$ cat config.mk
export PLATFORM = sky130hd
export DESIGN_NAME = quad_decoder
export DESIGN_NICKNAME = d
export VERILOG_FILES = /design/src/rtl/quad_decoder.sv
export SDC_FILE = /design/constraint.sdc
export NUM_CORES = 1
export LEC_CHECK = 0
export BUFFER_PORTS_ARGS = -buffer_cell sky130_fd_sc_hd__buf_4
export CORE_ASPECT_RATIO = 2
export CORE_UTILIZATION = 35
export CTS_CLUSTER_SIZE = 25
export DETAILED_ROUTE_END_ITERATION = 10
export PLACE_DENSITY = 0.63
export SYNTH_ARGS = -nofsm -noshare
export SYNTH_HDL_FRONTEND = slang
export SYNTH_SLANG_ARGS = --single-unit
$ cat constraint.sdc
create_clock -name clk -period 10.1 [get_ports clk]
set_input_delay 1.01 -clock clk [delete_from_list [all_inputs] [get_ports clk]]
set_output_delay 1.01 -clock clk [all_outputs]
set_load 0.02 [all_outputs]
$ cat src/rtl/quad_decoder.sv
// Quadrature decoder: synchronises debounced A/B phases, classifies Gray-code
// transitions and drives a saturating cursor position with one-cycle step pulses.
`timescale 1ns/1ps

module quad_decoder #(
  parameter int POS_W    = 10,
  parameter int POS_MAX  = 639,
  parameter int POS_INIT = 320,
  parameter int DETENT   = 1
) (
  input  logic             clk,
  input  logic             rst_n,
  input  logic             a_in,
  input  logic             b_in,
  input  logic             clr,
  output logic [POS_W-1:0] pos,
  output logic             step_up,
  output logic             step_dn,
  output logic             err
);

  localparam logic [POS_W-1:0] POS_MAX_V  = POS_W'(POS_MAX);
  localparam logic [POS_W-1:0] POS_INIT_V = POS_W'(POS_INIT);
  localparam logic [1:0]       REST       = 2'b11;

  typedef enum logic [1:0] {
    MOVE_IDLE,
    MOVE_CW,
    MOVE_CCW,
    MOVE_ILLEGAL
  } move_e;

  logic [1:0]        sync1;
  logic [1:0]        s2;
  logic [1:0]        prev;
  logic [1:0]        arm_cnt;
  logic              armed;
  move_e             move;

  logic signed [3:0] acc;
  logic signed [3:0] acc_next;
  logic signed [3:0] acc_step;
  logic [POS_W-1:0]  pos_next;
  logic              up_next;
  logic              dn_next;
  logic              err_next;

  // Arming lets the synchroniser and prev flush out of their reset value
  // before any transition is judged, so a non-rest input at release is not
  // mistaken for motion or an illegal jump.
  assign armed = (arm_cnt == 2'd3);

  always_ff @(posedge clk or negedge rst_n) begin
    // NOTE: sequential state uses non-blocking assignments so every flop
    // samples the pre-edge value of the others (the sync chain depends on it).
    if (!rst_n) begin
      sync1   <= REST;
      s2      <= REST;
      prev    <= REST;
      arm_cnt <= 2'd0;
    end else begin
      sync1 <= {a_in, b_in};
      s2    <= sync1;
      prev  <= s2;
      if (!armed) arm_cnt <= arm_cnt + 2'd1;
    end
  end

  always_comb begin
    // NOTE: default first so every path assigns move and no latch is inferred.
    move = MOVE_IDLE;
    if (s2 != prev) begin
      if ((s2 ^ prev) == 2'b11) begin
        move = MOVE_ILLEGAL;
      end else begin
        case ({prev, s2})
          4'b1110, 4'b1000, 4'b0001, 4'b0111: move = MOVE_CW;
          default:                            move = MOVE_CCW;
        endcase
      end
    end
  end

  always_comb begin
    acc_next = acc;
    acc_step = acc;
    err_next = err;
    up_next  = 1'b0;
    dn_next  = 1'b0;
    pos_next = pos;

    if (armed) begin
      case (move)
        MOVE_CW, MOVE_CCW: begin
          if (DETENT != 0) begin
            acc_step = (move == MOVE_CW) ? acc + 4'sd1 : acc - 4'sd1;
            if (s2 == REST) begin
              // Only a full detent counts; partial or reversed ones are dropped.
              acc_next = 4'sd0;
              up_next  = (acc_step == 4'sd4);
              dn_next  = (acc_step == -4'sd4);
            end else begin
              acc_next = acc_step;
            end
          end else begin
            up_next = (move == MOVE_CW);
            dn_next = (move == MOVE_CCW);
          end
        end
        MOVE_ILLEGAL: begin
          acc_next = 4'sd0;
          err_next = 1'b1;
        end
        default: ;
      endcase
    end

    if (clr) begin
      acc_next = 4'sd0;
      err_next = 1'b0;
      up_next  = 1'b0;
      dn_next  = 1'b0;
    end

    // The pulse is still issued at a bound; only the position saturates.
    if (clr)                            pos_next = POS_INIT_V;
    else if (up_next && pos < POS_MAX_V) pos_next = pos + POS_W'(1);
    else if (dn_next && pos != '0)       pos_next = pos - POS_W'(1);
  end

  always_ff @(posedge clk or negedge rst_n) begin
    if (!rst_n) begin
      pos     <= POS_INIT_V;
      acc     <= 4'sd0;
      err     <= 1'b0;
      step_up <= 1'b0;
      step_dn <= 1'b0;
    end else begin
      pos     <= pos_next;
      acc     <= acc_next;
      err     <= err_next;
      step_up <= up_next;
      step_dn <= dn_next;
    end
  end

endmodule

==> results.yml <==
synthesis:
  yosys-top-cells-count: "17 x dfrtp_1, 15 x ha_1, 11 x nor2_1"
  yosys.area.top_type: "dfrtp_1"
  synth.most_common_cell: "dfrtp_1"
  synth_cells: 168
  yosysSeqAreaShare_pct: 36.5
  synth.area.top_cells: "dfrtp_1 24%, dfstp_2 12%, ha_1 11%"
  synth_nets: 190
  synth-edff-count: 0
  async_flop_share_pct: 100
  yosys_warnings: 0
  ys_types: 49
  netlist_area_um2: 1740
  synth.top_cell.area_share_pct: 24.4
  synthFlopType: "dfrtp_1"
  synth-seq-cells: 25
  synth_area_per_cell_um2: 10.4
clock_tree:
  insertion_delay_ns: 0.27
  cts_resized: 0
  cts_buffers: 3
  clk_path_buf_depth: 2
  h-tree-depth: 1
  postCtsSetupBuffers: 0
  cts.sinks: 25
  cts_hold_buf: 0
  tritoncts: "done"
  clk_pin_slew_ns: 0.10
  root_buffer: "clkbuf_8"
placed_design:
  portBuffers: 17
  gp_congestion: 0.872
  hpwl_mm: 3.23
  pre_cts_slack_ns: 4.54
  placedInstanceArea_um2: 1930
  dp.cells: 241
final_layout:
  regArea_um2: 636
  fin_nets: 211
  drive_gt1_share_pct: 24.5
  stdcell_area_um2: 1980
  num_antenna_cells: 0
  multiInputGateArea_um2: 1050
  area_growth_pct: 13.8
  fin_cells: 245
  nFillCells: 466
worst_setup_path:
  cp_max_fo: 9
  critPathKind: "flop to flop"
  cpMostUsedCell: "ha_1"
  rr_worst_depth: 18
  critPathArrivalTime_ns: 5.78
  reg2reg_slack_ns: 4.50
  cpPeakStageDelay_ns: 0.71
  timing.rr.start: "s2[1]$_DFF_PN1_"
  crit_chain: "xor2_1 -> inv_1 -> ha_1 -> or4_1 -> ha_1 -> and3_1 -> nor3_1 -> nor2_1 -> xnor2_1 -> and2_1 -> nand2_1 -> ha_1 -> a211oi_1 -> o21ai_0 -> a41oi_1 -> nor2_1 -> mux2_2 -> a22oi_1"
  r2r_end: "pos[9]$_DFFE_PN0P_"
  worst_ep_required_time_ns: 10.28
  start_kind: "flop"
  cp_slowest_cell: "or4_1"
  endpoint_kind: "flop"
pwr:
  cellLeakagePower_nw: 0.885
  vdd_ir_drop_max_v: 0.0000705
  swShare_pct: 32.6
  p_sw_uw: 76.9
  power.density_nw_per_um2: 119
  p_comb_share_pct: 26.1
  power_frac_clock_pct: 26.5
  share_seq_of_total_power_pct: 47.4
  fin_total_pwr_uw: 236
  p_int_uw: 159
run_status:
  outcome: "finished clean"
die:
  core_area_um2: 4820
  num_rows: 36
  die_area_um2: 5280
  io_pins: 18
  fp.dieH_um: 102
  die_w_um: 51.9
  start_util_pct: 36.1
sta:
  slew_headroom_pct: 62.3
  finClkSkew_ns: 0.00694
  slew_violations: 0
  setup_viol: 0
  worst_slack_ns: 4.50
  fin_crit_sh_pct: 55.4
  finalSetupTns_ns: 0
  tightest_slew_ns: 0.560
  min_period_ns: 5.60
  fmax_mhz: 179
  grt_setup_unrepaired: "no"
  hold_viol_final: 0
min_path:
  hold_path_class: "flop to flop"
  whs_path_depth: 0
  worstHoldStart: "sync1[1]$_DFF_PN1_"
  whs_endpoint: "s2[1]$_DFF_PN1_"
detailed_routing:
  drt-initial-drc-count: 42
  first_pass_iters: 4
  vias: 1362
  routed_wl_mm: 4.02
  avgRoutedWirePerCell_um: 16.4
  vias_per_cell: 5.56
  route.detailed.drc: 0
  drtAntennaViolNets: 0
grt:
  grt_max_degree: 26
  grtUsageTotal_pct: 17.5
  overflow: 0
  grt_pass1_wl_mm: 6.71
  first_global_vias: 1406
  antenna_found_initial: 0
run:
  maxCapViolCount: 0
## power by group through the flow
stage                     clock, mW  combinational, mW  sequential, mW
after global routing         0.0691             0.0694           0.113
after floorplan                   0             0.0453           0.113
final                        0.0625             0.0616           0.112
after detailed placement          0             0.0613           0.114
after CTS                    0.0638             0.0617           0.112
after global placement            0             0.0603           0.114
## worst max path at each step
stage / from / end
CTS: s2[1]$_DFF_PN1_ / pos[9]$_DFFE_PN0P_
global route: s2[1]$_DFF_PN1_ / pos[9]$_DFFE_PN0P_
finish: s2[1]$_DFF_PN1_ / pos[9]$_DFFE_PN0P_
detailed placement: s2[1]$_DFF_PN1_ / pos[9]$_DFFE_PN0P_
global placement: s2[1]$_DFF_PN1_ / pos[9]$_DFFE_PN0P_
floorplan: s2[1]$_DFF_PN1_ / pos[9]$_DFFE_PN0P_
## placed cells by master, fill, tap and decap left out, types with 2 or more instances in the layout
cell,count
and2_1,2
fa_1,2
nor4_1,5
a21oi_1,7
nand2_1,10
nor2_4,2
a211oi_2,3
buf_4,18
xor2_1,6
o21a_1,5
ha_1,15
clkbuf_8,3
dfrtp_1,17
a211oi_1,2
o311ai_1,2
a21o_1,4
nor3_1,2
o21ai_0,9
a31oi_1,3
xnor2_1,7
mux2_2,2
o21ai_1,2
nand3_1,5
mux2i_1,4
inv_1,8
and4_1,2
nor2_1,11
dfstp_2,8
## per-stage QoR
step / hold slack [ns] / utilization, %
after floorplan: 0.345 / -
after global placement: 0.346 / 40.1
after detailed placement: 0.350 / 40.1
after CTS: 0.364 / 41.1
after global routing: 0.375 / 41.1
final: 0.363 / 41.1
## final cells by class
type / count / share of cell area, %
timing repair buffer: 18 / 6.82
inverter: 9 / 1.96
clock buffer: 3 / 2.08
tap: 57 / 3.60
sequential: 25 / 32.1
multi-input combinational: 132 / 53.0
clock inverter: 1 / 0.442
## critical path: cells and delay by family (launching register included)
kind / cells / cell delay (ns)
buffers and inverters: 1 / 0.08
adders and majority gates: 3 / 0.98
muxes: 1 / 0.27
and+or+nand+nor: 7 / 1.98
xor gates and xnor gates: 2 / 0.65
AOI/OAI and AO/OA: 4 / 0.96
DFF: 1 / 0.59
## state kept, by name, summed over array words and instances, names as in the netlist
| signal | flops |
|---|---|
| pos | 10 |
| step_dn | 1 |
| arm_cnt | 2 |
| s2 | 2 |
| step_up | 1 |
| acc | 4 |
| prev | 2 |
| sync1 | 2 |
| err | 1 |
## layer usage
| metal | GRT usage, % | part of all wire (%) | up-vias |
|---|---|---|---|
| li1 | - | - | 657 |
| met1 | 17.9 | 36 | 663 |
| met2 | 33.2 | 58 | 30 |
| met3 | 1.35 | 1.7 | 12 |
| met4 | 9.56 | 4.1 | 0 |
| met5 | 0 | 0 | - |
## cell families (layout without fill, tap and decap cells)
family	count (synthesis)	after routing	synth area share [%]
AO/OA/AOI/OAI	46	46	19.3
XOR/XNOR	13	13	6.54
adder cells (fa/ha/maj)	17	17	13.1
buffers and inverters	11	31	3.16
flip-flops	25	25	36.5
multiplexers	7	7	4.46
AND/OR/NAND/NOR	49	49	16.9
(Power assumes the default switching activity.)
